--- src/rtl/unified_mem_arbiter.sv ---
// unified_mem_arbiter
// Shares one single-port memory between the instruction-fetch (IF) and
// data-memory (MEM) pipeline stages. Data accesses win ties, but after
// STARVE_MAX consecutive data grants with a fetch waiting, the fetch is served.
// Optional feature: define ARB_TIMEOUT_EN to build an access watchdog that
// completes a stuck access after TIMEOUT cycles with zero read data and sets
// the sticky timeout_err flag. Without it, accesses wait for mem_ack forever.
module unified_mem_arbiter #(
  parameter int AW         = 32,
  parameter int DW         = 32,
  parameter int STARVE_MAX = 4,
  parameter int TIMEOUT    = 255
) (
  input  logic          clock,
  input  logic          reset,
  input  logic          if_req,
  input  logic [AW-1:0] if_addr,
  output logic [DW-1:0] if_rdata,
  output logic          if_ready,
  input  logic          dm_req,
  input  logic          dm_we,
  input  logic [AW-1:0] dm_addr,
  input  logic [DW-1:0] dm_wdata,
  output logic [DW-1:0] dm_rdata,
  output logic          dm_ready,
  output logic          stall,
  output logic          mem_req,
  output logic          mem_we,
  output logic [AW-1:0] mem_addr,
  output logic [DW-1:0] mem_wdata,
  input  logic          mem_ack,
  input  logic [DW-1:0] mem_rdata,
  output logic          timeout_err
);

  localparam int SW = (STARVE_MAX < 1) ? 1 : $clog2(STARVE_MAX + 1);
  localparam logic [SW-1:0] STARVE_LIM = SW'(STARVE_MAX);

  typedef enum logic [1:0] {
    IDLE   = 2'd0,
    IF_ACC = 2'd1,
    DM_ACC = 2'd2,
    DONE   = 2'd3
  } state_e;

  state_e        state_q, state_d;
  logic          grant_if, grant_dm, acc_done;
  logic          in_acc, ack_ok, tmo_hit;
  logic [DW-1:0] rd_data;
  logic [SW-1:0] starve_q;

  logic          mem_req_q, mem_we_q;
  logic [AW-1:0] mem_addr_q;
  logic [DW-1:0] mem_wdata_q;
  logic [DW-1:0] if_rdata_q, dm_rdata_q;
  logic          if_ready_q, dm_ready_q;

  assign in_acc  = (state_q == IF_ACC) || (state_q == DM_ACC);
  // An ack only counts while a request is actually outstanding.
  assign ack_ok  = mem_ack & mem_req_q;
  // A timed-out access returns zero, which decodes as a NOP for fetches.
  assign rd_data = ack_ok ? mem_rdata : '0;

`ifdef ARB_TIMEOUT_EN
  localparam int TW = (TIMEOUT < 1) ? 1 : $clog2(TIMEOUT + 1);
  localparam logic [TW-1:0] TMO_LAST = TW'(TIMEOUT - 1);

  logic [TW-1:0] tmo_cnt_q;
  logic          timeout_err_q;

  // Fires on the TIMEOUT-th access cycle that went by without an ack.
  assign tmo_hit = in_acc & ~ack_ok & (tmo_cnt_q == TMO_LAST);

  // Watchdog counter per access and the sticky error flag
  always_ff @(posedge clock or negedge reset) begin
    if (!reset) begin
      tmo_cnt_q     <= '0;
      timeout_err_q <= 1'b0;
    end else begin
      if (grant_if || grant_dm) begin
        tmo_cnt_q <= '0;
      end else if (in_acc && !ack_ok) begin
        tmo_cnt_q <= tmo_cnt_q + 1'b1;
      end
      if (tmo_hit) begin
        timeout_err_q <= 1'b1;
      end
    end
  end

  assign timeout_err = timeout_err_q;
`else
  assign tmo_hit     = 1'b0;
  assign timeout_err = 1'b0;
`endif

  // State register
  always_ff @(posedge clock or negedge reset) begin
    if (!reset) begin
      state_q <= IDLE;
    end else begin
      state_q <= state_d;
    end
  end

  // Arbitration and sequencing: data wins ties unless the fetch is starved
  always_comb begin
    state_d  = state_q;
    grant_if = 1'b0;
    grant_dm = 1'b0;
    acc_done = 1'b0;
    case (state_q)
      IDLE: begin
        if (dm_req && (!if_req || (starve_q != STARVE_LIM))) begin
          grant_dm = 1'b1;
          state_d  = DM_ACC;
        end else if (if_req) begin
          grant_if = 1'b1;
          state_d  = IF_ACC;
        end
      end
      IF_ACC, DM_ACC: begin
        if (ack_ok || tmo_hit) begin
          acc_done = 1'b1;
          state_d  = DONE;
        end
      end
      DONE:    state_d = IDLE;
      default: state_d = IDLE;
    endcase
  end

  // Memory request launch/retire, read capture, ready pulses, starvation count
  always_ff @(posedge clock or negedge reset) begin
    if (!reset) begin
      mem_req_q   <= 1'b0;
      mem_we_q    <= 1'b0;
      mem_addr_q  <= '0;
      mem_wdata_q <= '0;
      if_rdata_q  <= '0;
      dm_rdata_q  <= '0;
      if_ready_q  <= 1'b0;
      dm_ready_q  <= 1'b0;
      starve_q    <= '0;
    end else begin
      if_ready_q <= 1'b0;
      dm_ready_q <= 1'b0;
      if (grant_dm) begin
        mem_req_q   <= 1'b1;
        mem_we_q    <= dm_we;
        mem_addr_q  <= dm_addr;
        mem_wdata_q <= dm_wdata;
      end else if (grant_if) begin
        mem_req_q   <= 1'b1;
        mem_we_q    <= 1'b0;
        mem_addr_q  <= if_addr;
        mem_wdata_q <= '0;
      end else if (acc_done) begin
        mem_req_q <= 1'b0;
        mem_we_q  <= 1'b0;
        if (state_q == DM_ACC) begin
          dm_ready_q <= 1'b1;
          // Stores leave the last load result untouched.
          if (!mem_we_q) begin
            dm_rdata_q <= rd_data;
          end
        end else begin
          if_ready_q <= 1'b1;
          if_rdata_q <= rd_data;
        end
      end
      if (grant_if) begin
        starve_q <= '0;
      end else if (grant_dm && if_req && (starve_q != STARVE_LIM)) begin
        starve_q <= starve_q + 1'b1;
      end
    end
  end

  assign stall     = (if_req & ~if_ready_q) | (dm_req & ~dm_ready_q);
  assign mem_req   = mem_req_q;
  assign mem_we    = mem_we_q;
  assign mem_addr  = mem_addr_q;
  assign mem_wdata = mem_wdata_q;
  assign if_rdata  = if_rdata_q;
  assign dm_rdata  = dm_rdata_q;
  assign if_ready  = if_ready_q;
  assign dm_ready  = dm_ready_q;

endmodule

--- config.mk ---
export PLATFORM = sky130hd
export DESIGN_NAME = unified_mem_arbiter
export DESIGN_NICKNAME = d
export VERILOG_FILES = /design/src/rtl/unified_mem_arbiter.sv
export SDC_FILE = /design/constraint.sdc
export NUM_CORES = 1
export LEC_CHECK = 0
export BUFFER_PORTS_ARGS = -buffer_cell sky130_fd_sc_hd__buf_2
export CORE_ASPECT_RATIO = 1.75
export CORE_MARGIN = 2
export CORE_UTILIZATION = 50
export CTS_BUF_LIST = sky130_fd_sc_hd__clkbuf_8 sky130_fd_sc_hd__clkbuf_16
export DETAILED_ROUTE_END_ITERATION = 6
export GPL_ROUTABILITY_DRIVEN = 0
export PLACE_DENSITY = 0.92
export SYNTH_ARGS = -nofsm -noshare
export SYNTH_HDL_FRONTEND = slang
export SYNTH_SLANG_ARGS = --single-unit
export TNS_END_PERCENT = 30
--- constraint.sdc ---
create_clock -name clock -period 5.3 [get_ports clock]
set_input_delay 1.06 -clock clock [delete_from_list [all_inputs] [get_ports clock]]
set_output_delay 1.06 -clock clock [all_outputs]
set_load 0.03 [all_outputs]
==> results by group, run 1 <==
Setup path
  • Reg2reg setup slack: 2750 ps
  • Reg-to-reg startpoint: state_q[0]$_DFFE_PN0P_
  • Critical path peak fanout: 6
  • CP Launch Point: if_req
  • Worst Setup Start Kind: input port
  • Crit path kind: input port to output port
  • Worst Path Required: 4240 ps
  • CP Capture Type: output port
  • Crit-path max cell delay: 220 ps
  • Worst-case reg-to-reg path depth: 6
  • CP dominant cell by count: buf_2
  • Ordered cell list for the critical path: buf_2 -> inv_1 -> o22ai_1 -> buf_2
  • Crit path DAT: 1700 ps
  • Slowest-stage cell, CP: buf_2

Floorplan
  • Die Width: 84.3 µm
  • Die ar.: 0.0122 mm²
  • Row cnt: 51
  • Core area: 0.0110 mm²
  • Starting Density: 51.1%
  • Top Ports: 268
  • Die Ht: 144 µm

Timing
  • Unrepaired setup endpoints after global routing: no
  • Tcrit/Tclk final: 52.1%
  • Final Hold Fails: 0
  • Setup TNS: 0 ps
  • Final Slew Violations: 0
  • Slew @ Worst Pin: 1250 ps
  • Final Skew: 8.63 ps
  • Final Critical Period: 2760 ps
  • # setup viols final: 0
  • Rel. slew slack: 16.4%
  • Fmax: 0.362 GHz

Clock network
  • Worst-path clk slew: 60 ps
  • Clock latency at the later pin of the worst-skew pair: 400 ps
  • Root buffer cell: clkbuf_16
  • Hold buffers post-CTS: 0
  • CTS tree: built
  • Post-CTS sizing: 0
  • H-tree depth: 4
  • Longest Clk Path Bufs: 2
  • CTS sink count: 137
  • CTS Buf Count: 17
  • Postcts setup bufs: 0

Synthesis
  • Gate Count Post-Synth: 441
  • Warnings from Yosys: 0
  • Synth Net Count: 579
  • Synth area leader: dfrtp_1
  • Synthesized area: 0.00564 mm²
  • Sequential area share after synthesis: 60.8%
  • Share of the synthesized area in the top cell type: 60.8%
  • #FFs+latches synth: 137
  • Most area-consuming cells after synthesis: dfrtp_1 (61%), mux2_2 (12%), o211ai_1 (8.5%)
  • Unique masters post-synth: 30
  • Mean post-synth cell area: 12.8 µm²

Drt
  • Via count: 4640
  • Wire length on met2: 8820 µm
  • Iteration-0 DRC Markers: 173
  • Detail Route Antenna Nets: 0
  • Via density: 5.48
  • Wire length per cell: 18.0 µm
  • Pre-Repair DR Iteration Count: 4
  • Met3 WL post-DR: 824 µm
  • DRC: 0
  • DR top layer: met4
  • Met1 Wirelength: 5300 µm
  • Final wirelength: 15200 µm

Final layout
  • Layout net count: 839
  • Non-filler cells in the finished layout: 847
  • Filler cells: 802
  • Layout cells sized above 1: 52.1%
  • Synth-to-layout area growth: 35.2%

Min path
  • HP Start: if_rdata[17]$_DFFE_PN0P_
  • Hold Path Class: flop to flop
  • Hold Crit Depth: 1

Power and ir drop
  • Pwr dens: 303 mW/mm²
  • VDD IR max: 235 µV
  • Leak Pwr: 4.36 nW

Placement
  • Final HPWL DP: 11300 µm
  • I/O Buffers: 266
  • Dpl cells: 814

Global routing
  • Total track usage: 24.5%
  • First-pass GRT wire length: 23600 µm
  • Global route overflow: 0
  • Number of global-route vias before repair: 4785
  • Largest net degree at the start of global routing: 64
  • Initial antenna violation count: 1

Flow run
  • Maxcap violations: 0

Run status
  • Status: complete, no violations
cells by family (layout without fill, tap and decap cells):
kind of cell	Yosys count	in the layout	share of synthesized area (%)
other cells	1	2	0.0665
buf+inv	74	347	6.06
compound gates	108	108	15.0
flops	137	137	60.8
fa+ha+maj	4	4	0.888
mux	65	65	13.0
simple gates	52	52	4.20
per-layer routing:
metal | vias up | track usage (%)
li1 | 2099 | -
met1 | 2297 | 26.4
met2 | 219 | 46.2
met3 | 25 | 4.51
met4 | 0 | 10.4
met5 | - | 0
cells in the final DEF, fill, tap and decap left out, drive strengths merged:
cell and count:
a21o 1, a22o 32, a2bb2oi 1, a31oi 1, a32o 1, a32oi 1
and3 1, buf 274, bufinv 2, clkbuf 19, clkinv 6, clkinvlp 2
conb 1, dfrtp 137, diode 1, ha 4, inv 44, mux2 65
nand2 39, nand3 5, nand4 1, nor2 2, nor3 2, nor4 2
o211ai 64, o21a 1, o21ai 3, o21bai 1, o22ai 2
state kept, by name, summed over array words and instances, names as in the netlist:
| name | cells |
|---|---|
| dm_rdata | 32 |
| if_rdata | 32 |
| mem_addr | 32 |
| mem_wdata | 32 |
| starve_q | 3 |
| state_q | 2 |
| dm_ready | 1 |
| if_ready | 1 |
| mem_req | 1 |
| mem_we | 1 |
per-stage QoR:
| stage | total power (W) | setup slack [ps] | cell area, µm² | util (%) | hold slack [ps] |
|---|---|---|---|---|---|
| 5_1_grt | 0.00238 | 2460 | 7620 | 69.0 | 505 |
| 2_1_floorplan | 0.00108 | 2470 | 5640 | - | 475 |
| 3_3_place_gp | 0.00115 | 2550 | 7020 | 63.6 | 464 |
| 3_5_place_dp | 0.00116 | 2440 | 7020 | 63.6 | 480 |
| 6_report | 0.00231 | 2540 | 7620 | 69.0 | 489 |
| 4_1_cts | 0.00233 | 2550 | 7620 | 69.0 | 488 |
cells in the mapped netlist:
cell type,instances
dfrtp_1,137
a22o_1,32
mux2_1,3
nand4_1,1
a32oi_1,1
nand2_1,39
nand3_1,5
a2bb2oi_1,1
a31oi_1,1
a32o_1,1
o22ai_1,2
ha_1,4
nor3_4,2
buf_4,1
buf_6,7
buf_2,5
and3_1,1
o21a_1,1
o21bai_1,1
o21ai_0,3
buf_1,1
a21o_1,1
clkbuf_1,18
nor4_1,2
mux2_2,62
o211ai_1,64
clkbuf_2,1
inv_1,41
conb_1,1
nor2_1,2
final timing paths:
| check | endpoint |
|---|---|
| setup reg to reg | mem_wdata[18]$_DFFE_PN0P_ |
| max in group asynchronous | mem_wdata[3]$_DFFE_PN0P_ |
| min in group asynchronous | dm_rdata[22]$_DFFE_PN0P_ |
| hold reg to reg | if_rdata[17]$_DFFE_PN0P_ |
| setup / recovery | stall |
| hold / removal | if_rdata[17]$_DFFE_PN0P_ |
power breakdown:
group / switching (W) / leakage, nW / internal, W
sequential: 0 / 1.90 / 0.00105
clock: 0.000450 / 0.290 / 0.000722
combinational: 0.0000511 / 2.17 / 0.0000388
total: 0.000501 / 4.36 / 0.00181
final cells by class:
type                            count  area [µm²]  share of cell area [%]
Tap cell                          132         165                    2.17
Multi-Input combinational cell    230        1880                    24.7
Clock inverter                     13         143                    1.87
Timing Repair Buffer              274        1390                    18.3
Antenna cell                        1        2.50                  0.0328
Inverter                           41         154                    2.02
Sequential cell                   137        3430                    45.0
Clock buffer                       19         453                    5.94
critical path: cells and delay by family:
family	cells	cell delay, ps
compound gates	1	170
buf+inv	3	460
Power figures use the tool's default switching activity.
==> inputs of run 2 (changes only) <==
--- a/config.mk
+++ b/config.mk
@@ -8,11 +8,11 @@
 export BUFFER_PORTS_ARGS = -buffer_cell sky130_fd_sc_hd__buf_2
 export CORE_ASPECT_RATIO = 1.75
 export CORE_MARGIN = 2
-export CORE_UTILIZATION = 50
+export CORE_UTILIZATION = 46
 export CTS_BUF_LIST = sky130_fd_sc_hd__clkbuf_8 sky130_fd_sc_hd__clkbuf_16
 export DETAILED_ROUTE_END_ITERATION = 6
 export GPL_ROUTABILITY_DRIVEN = 0
-export PLACE_DENSITY = 0.92
+export PLACE_DENSITY = 0.86
 export SYNTH_ARGS = -nofsm -noshare
 export SYNTH_HDL_FRONTEND = slang
 export SYNTH_SLANG_ARGS = --single-unit
==> constraint.sdc (replaced) <==
create_clock -name clock -period 2.83 [get_ports clock]
set_input_delay 0.566 -clock clock [delete_from_list [all_inputs] [get_ports clock]]
set_output_delay 0.566 -clock clock [all_outputs]
set_load 0.03 [all_outputs]
==> run 2 against run 1 <==
  * Clock power rose by 88%
  * Cell count rose by 4.3%
  * Register-to-register slack got worse by 2100 ps
  * Sequential share of layout area fell by 0.51 points
  * Sequential cell count did not move
  * Critical path depth rose by 2
  * First-iteration DRC count fell by 21%
  * Highest routed layer unchanged
  * Sequential power rose by 87%
  * Via count fell by 1.8%
  * Power rose by 88%
==> results by group, run 2 (same netlist as run 1, synthesis figures left out) <==
Run status
  • Status: complete, no violations

Setup path
  • Reg-to-reg startpoint: state_q[0]$_DFFE_PN0P_
  • CP Launch Point: state_q[0]$_DFFE_PN0P_
  • Critical path peak fanout: 33 (+27)
  • Worst Path Buf+Inv: 2 (-1)
  • Crit-path max cell delay: 430 ps (+210 ps)
  • Worst Setup Start Kind: flop
  • Crit path DAT: 2420 ps (+720 ps)
  • Worst-case reg-to-reg path depth: 6 (unchanged)
  • CP Capture Type: flop
  • Ordered cell list for the critical path: inv_1 -> ha_1 -> o21a_1 -> nor3_4 -> buf_4 -> mux2_2
  • Slowest-stage cell, CP: buf_4
  • CP delay by family, top: buffers and inverters
  • Crit. path cell count: 6 (+2)
  • Worst Path Required: 3120 ps (-1120 ps)
  • Crit path kind: flop to flop

Clock network
  • CTS tree: built
  • Hold buffers post-CTS: 0 (unchanged)
  • Root buffer cell: clkbuf_16
  • Post-CTS sizing: 0 (unchanged)
  • CTS Buf Count: 17 (unchanged)
  • Worst-path clk slew: 60 ps (about the same)
  • Clock latency at the later pin of the worst-skew pair: 410 ps (about the same)
  • Postcts setup bufs: 0 (unchanged)
  • H-tree depth: 4 (unchanged)
  • Longest Clk Path Bufs: 2 (unchanged)
  • CTS sink count: 137 (unchanged)

Min path
  • Hold Path Class: input port to asynchronous set/reset pin

Drt
  • Via density: 5.16 (-5.8%)
  • DRC: 0 (unchanged)
  • Pre-Repair DR Iteration Count: 4 (unchanged)
  • Final wirelength: 15100 µm (-0.74%)
  • Via count: 4557 (-1.8%)
  • Wire length per cell: 17.1 µm (-4.8%)
  • Iteration-0 DRC Markers: 137 (-21%)
  • Detail Route Antenna Nets: 0 (unchanged)

Global routing
  • First-pass GRT wire length: 23400 µm (-0.82%)
  • Largest net degree at the start of global routing: 56 (-13%)
  • Global route overflow: 0 (unchanged)
  • Total track usage: 22.9% (-1.6 points)
  • Number of global-route vias before repair: 4831 (+0.96%)
  • Initial antenna violation count: 0 (-1)

Floorplan
  • Die ar.: 0.0132 mm² (+8.4%)
  • Die Width: 87.7 µm (+4.1%)
  • Top Ports: 268 (unchanged)
  • Die Ht: 150 µm (+4.1%)
  • Core area: 0.0120 mm² (+8.7%)
  • Starting Density: 47.0% (-4.1 points)
  • Row cnt: 53 (+3.9%)

Timing
  • Rel. slew slack: 63.0% (+47 points)
  • # setup viols final: 0 (unchanged)
  • Fmax: 0.468 GHz
  • Final Hold Fails: 0 (unchanged)
  • PnR worst setup slack: 695 ps (-1850 ps)
  • Setup TNS: 0 ps (unchanged)
  • Final Skew: 8.11 ps (-0.522 ps)
  • Final Critical Period: 2130 ps
  • Final Slew Violations: 0 (unchanged)
  • Tcrit/Tclk final: 75.4%
  • Unrepaired setup endpoints after global routing: no
  • Slew @ Worst Pin: 555 ps (-695 ps)

Placement
  • Final HPWL DP: 11400 µm (+0.63%)
  • Dpl ws: 701 ps (-1740 ps)
  • I/O Buffers: 266 (unchanged)
  • DP Area: 0.00711 mm² (+1.2%)
  • Dpl cells: 851 (+4.5%)

Final layout
  • Filler cells: 934 (+16%)
  • Synth-to-layout area growth: 36.7%
  • Non-filler cells in the finished layout: 883 (+4.3%)
  • Most frequent cells in the layout: buf_2 (265), dfrtp_1 (137), o211ai_1 (64)
  • Final instance area: 0.00771 mm² (+1.1%)
  • Layout cells sized above 1: 52.4% (+0.27 points)
  • Layout net count: 843 (+0.48%)
  • Commonest non-fill, non-tap cell in the layout: buf_2
  • # diodes: 0 (-1)

Power and ir drop
  • VDD IR max: 378 µV (+61%)
  • Pwr dens: 563 mW/mm² (+86%)
  • Leak Pwr: 4.38 nW (+0.50%)

Flow run
  • Maxcap violations: 0 (unchanged)
==> run 2: final timing paths <==
check	to	slack, ps
hold / removal	if_rdata[26]$_DFFE_PN0P_	90
max in group asynchronous	dm_rdata[15]$_DFFE_PN0P_	2020
setup reg to reg	if_rdata[21]$_DFFE_PN0P_	700
hold reg to reg	dm_rdata[6]$_DFFE_PN0P_	480
min in group clock	mem_wdata[0]$_DFFE_PN0P_	380
setup / recovery	if_rdata[21]$_DFFE_PN0P_	700
==> run 2: layer usage <==
metal  vias to the layer above  part of all wire (%)  global-route usage, %
li1                       2107                     -                      -
met1                      2233                    36                   24.4
met2                       183                    57                   42.2
met3                        34                   4.7                   4.66
met4                         0                   2.9                   10.6
met5                         -                     0                      0
==> run 2: worst register-to-register path: cells and delay by family (launching register included) <==
kind	cells	cell delay, ps
and+or+nand+nor	1	180
buffers and inverters	2	510
muxes	1	420
AOI/OAI and AO/OA	1	230
adders and majority gates	1	320
DFF	1	360
==> run 2: stage by stage <==
step | util [%] | power (W) | hold slack (ps)
finish | 64.2 | 0.00434 | 93.6
global route | 64.2 | 0.00450 | 123
detailed placement | 59.2 | 0.00217 | 478
CTS | 64.2 | 0.00439 | 109
floorplan | - | 0.00202 | 270
global placement | 59.2 | 0.00216 | 465
==> run 2: power by group <==
part | switching, W | internal [W]
Clock | 0.000863 | 0.00134
Sequential | 0 | 0.00196
Combinational | 0.0000975 | 0.0000761
==> run 2: layout make-up <==
cell class                 instances  area [µm²]  share of cell area, %
sequential                       137        3430                   44.5
multi-input combinational        230        1880                   24.4
timing repair buffer             278        1440                   18.7
clock buffer                      18         439                   5.70
tap                              165         206                   2.68
clock inverter                    14         159                   2.06
inverter                          41         154                   2.00
==> inputs of run 3 (changes only) <==
--- a/config.mk
+++ b/config.mk
@@ -5,14 +5,15 @@
 export SDC_FILE = /design/constraint.sdc
 export NUM_CORES = 1
 export LEC_CHECK = 0
+export ABC_AREA = 1
 export BUFFER_PORTS_ARGS = -buffer_cell sky130_fd_sc_hd__buf_2
 export CORE_ASPECT_RATIO = 1.75
 export CORE_MARGIN = 2
-export CORE_UTILIZATION = 46
+export CORE_UTILIZATION = 48
 export CTS_BUF_LIST = sky130_fd_sc_hd__clkbuf_8 sky130_fd_sc_hd__clkbuf_16
 export DETAILED_ROUTE_END_ITERATION = 6
 export GPL_ROUTABILITY_DRIVEN = 0
-export PLACE_DENSITY = 0.86
+export PLACE_DENSITY = 0.87
 export SYNTH_ARGS = -nofsm -noshare
 export SYNTH_HDL_FRONTEND = slang
 export SYNTH_SLANG_ARGS = --single-unit
==> constraint.sdc (replaced) <==
create_clock -name clock -period 2.2 [get_ports clock]
set_input_delay 0.44 -clock clock [delete_from_list [all_inputs] [get_ports clock]]
set_output_delay 0.44 -clock clock [all_outputs]
set_load 0.03 [all_outputs]
==> run 3 against run 2 <==
  * The run now ends with negative hold slack left
  * Clock power is 30% higher
  * Cell count is 42% higher
  * Combinational power grew to 38 times the previous value
  * Die area is 9.2% higher
  * Register-to-register slack worse by 310 ps
  * Setup slack worse by 360 ps
  * Via count is 35% higher
  * Global-route usage is 1.2 points higher
  * First-iteration DRC count is 120% higher
  * Sequential power is 120% higher
  * Largest cell class unchanged
==> results by group, run 3 <==
Setup path
  • Critical path peak fanout: 36 (+9.1%)
  • Worst Setup Start Kind: input port
  • FF-to-FF End: if_rdata[16]$_DFFE_PN0P_
  • Worst-case reg-to-reg path depth: 7 (+1)
  • Worst Path Required: 1760 ps (-1360 ps)
  • Crit path kind: input port to output port
  • Crit path DAT: 1420 ps (-1000 ps)
  • CP Launch Point: dm_req
  • Reg2reg setup slack: 390 ps (-310 ps)
  • Worst setup path endpoint: stall
  • Reg-to-reg startpoint: state_q[1]$_DFFE_PN0P_
  • CP Capture Type: output port

Drt
  • DRC: 0 (unchanged)
  • Met1 Wirelength: 6470 µm (+19%)
  • Wire length on met2: 9060 µm (+6.0%)
  • Via count: 6151 (+35%)
  • Detail Route Antenna Nets: 0 (unchanged)
  • Met3 WL post-DR: 1030 µm (+45%)
  • Pre-Repair DR Iteration Count: 5 (+1)
  • Iteration-0 DRC Markers: 304 (+120%)
  • Via density: 4.89 (-5.3%)
  • Wire length per cell: 13.8 µm (-19%)
  • DR top layer: met4
  • Final wirelength: 17400 µm (+15%)

Power and ir drop
  • Pwr dens: 1640 mW/mm² (+190%)
  • Leak Pwr: 5.28 nW (+20%)
  • VDD IR max: 821 µV (+120%)

Final layout
  • Synth-to-layout area growth: 31.3%
  • Most frequent cells in the layout: nand2_1 (306), buf_2 (265), inv_1 (142)
  • Final instance area: 0.00846 mm² (+9.8%)
  • Layout cells sized above 1: 29.8% (-23 points)
  • Filler cells: 1189 (+27%)
  • Commonest non-fill, non-tap cell in the layout: nand2_1
  • Layout net count: 1207 (+43%)

Synthesis
  • Mux contribution to synthesized area: 0% (-13 points)
  • Area share of fa/ha/maj cells after synthesis: 0.777% (-0.11 points)
  • Gate Count Post-Synth: 822 (+86%)
  • Mean post-synth cell area: 7.84 µm² (-39%)
  • Synth Area in Simple Gates: 29.9% (+26 points)
  • Unique masters post-synth: 23 (-23%)
  • Synth Area in Compound Gates: 3.11% (-12 points)
  • Post-synthesis async set-or-reset flop share: 100% (unchanged)
  • Synth area leader: dfrtp_1
  • Share of the synthesized area in the top cell type: 53.2% (-7.6 points)
  • Largest family of logic cells by synthesized area: simple AND/OR/NAND/NOR gates
  • Most area-consuming cells after synthesis: dfrtp_1 (53%), nand2_1 (18%), inv_1 (8.3%)
  • XOR/XNOR Fraction of Synth Area: 0.136% (+0.14 points)
  • Synth Net Count: 960 (+66%)
  • Warnings from Yosys: 0 (unchanged)
  • Synth Flop Type: dfrtp_1
  • Synthesized area: 0.00644 mm² (+14%)
  • Commonest cells in the netlist: nand2_1 (306), inv_1 (142), dfrtp_1 (137)
  • Count of flip-flops with a built-in enable after synthesis: 0 (unchanged)
  • Sequential area share after synthesis: 53.2% (-7.6 points)
  • Most frequent cell after synthesis: nand2_1
  • #FFs+latches synth: 137 (unchanged)

Global routing
  • Largest net degree at the start of global routing: 68 (+21%)
  • Number of global-route vias before repair: 5752 (+19%)
  • First-pass GRT wire length: 27800 µm (+19%)
  • Global route overflow: 0 (unchanged)
  • Initial antenna violation count: 2 (+2)
  • Total track usage: 24.1% (+1.2 points)

Timing
  • Hold Slack: -10.7 ps (-104 ps)
  • Fmax: 0.537 GHz
  • Unrepaired setup endpoints after global routing: no
  • Final Critical Period: 1860 ps
  • Setup TNS: 0 ps (unchanged)
  • Final Slew Violations: 0 (unchanged)
  • Final Hold Fails: 11 (+11)
  • Rel. slew slack: 58.9% (-4.1 points)
  • Slew @ Worst Pin: 614 ps (+58.8 ps)
  • Tcrit/Tclk final: 84.6%
  • Final Skew: 6.53 ps (-1.59 ps)
  • # setup viols final: 0 (unchanged)

Run status
  • Status: complete, but fails checks
  • Failing checks: negative hold slack

Min path
  • Hold Path Class: input port to asynchronous set/reset pin

Placement
  • DP Area: 0.00786 mm² (+10%)
  • Final HPWL DP: 12400 µm (+9.2%)
  • I/O Buffers: 266 (unchanged)

Clock network
  • Worst-path clk slew: 60 ps (about the same)
  • Root buffer cell: clkbuf_16
  • CTS Buf Count: 17 (unchanged)
  • Postcts setup bufs: 0 (unchanged)
  • Post-CTS sizing: 0 (unchanged)
  • CTS tree: built
  • Longest Clk Path Bufs: 2 (unchanged)
  • Hold buffers post-CTS: 0 (unchanged)
  • H-tree depth: 4 (unchanged)
  • Clock latency at the later pin of the worst-skew pair: 400 ps (about the same)
  • CTS sink count: 137 (unchanged)

Floorplan
  • Die Ht: 157 µm (+4.5%)
  • Row cnt: 56 (+5.7%)
  • Die Width: 91.6 µm (+4.4%)
  • Top Ports: 268 (unchanged)
  • Die ar.: 0.0144 mm² (+9.2%)
  • Starting Density: 48.6% (+1.7 points)
  • Core area: 0.0132 mm² (+10%)

Flow run
  • Maxcap violations: 0 (unchanged)
-- run 3: changes by cell type in the layout (fill, tap and decap cells not counted), sizes merged, moves of 34 or more --
cell,change
o211ai,-64
nand4,+64
inv,+103
nand2,+267
mux2,-65
nand3,+34
o21ai,+35
-- run 3: cell families after synthesis --
group / Yosys count
other: 1
DFF: 137
xor gates and xnor gates: 1
buffers and inverters: 195
adders and majority gates: 4
AOI/OAI and AO/OA: 39
and+or+nand+nor: 445
-- run 3: worst min-delay path by stage --
stage,endpoint,cells after the start,from
floorplan,dm_rdata[0]$_DFFE_PN0P_,0,reset
global placement,mem_wdata[17]$_DFFE_PN0P_,1,reset
detailed placement,mem_wdata[12]$_DFFE_PN0P_,1,reset
CTS,mem_wdata[27]$_DFFE_PN0P_,1,reset
global route,mem_wdata[12]$_DFFE_PN0P_,1,reset
finish,mem_wdata[17]$_DFFE_PN0P_,1,reset
-- run 3: stage by stage --
step	util, %	std cells	total power, W	hold slack [ps]	setup slack [ps]
after floorplan	-	822	0.00903	144	582
after global placement	59.3	1224	0.0109	426	217
after detailed placement	59.3	1224	0.0111	435	146
after CTS	63.9	1256	0.0140	0.380	347
after global routing	63.9	1258	0.0147	18.0	229
final	63.9	1258	0.0139	-10.7	339
-- run 3: cell type report --
cell class / instances / area (µm²) / area share, %
flip-flops and latches: 137 / 3430 / 40.5
multi-input cells: 490 / 2200 / 26.0
repair buffers: 279 / 1470 / 17.4
inverters: 144 / 541 / 6.39
clock buffers: 18 / 439 / 5.19
well taps: 174 / 218 / 2.57
clock inverters: 14 / 161 / 1.91
diodes: 2 / 5.00 / 0.0592
-- run 3: critical path, cell delays in order --
cell     delay, ps
buf_2          130
buf_4          370
inv_1          100
o22ai_1        150
buf_2          230
-- run 3: power breakdown --
part	switching, W	leakage (nW)	internal (W)
clock	0.00114	0.290	0.00173
combinational	0.00486	3.21	0.00176
sequential	0.000672	1.77	0.00372
total	0.00668	5.28	0.00721
-- run 3: metal layers --
metal / vias up / track usage [%]
met2: 284 / 41.4
li1: 3010 / -
met1: 2808 / 28.4
met3: 49 / 3.97
met5: - / 0
met4: 0 / 13.8
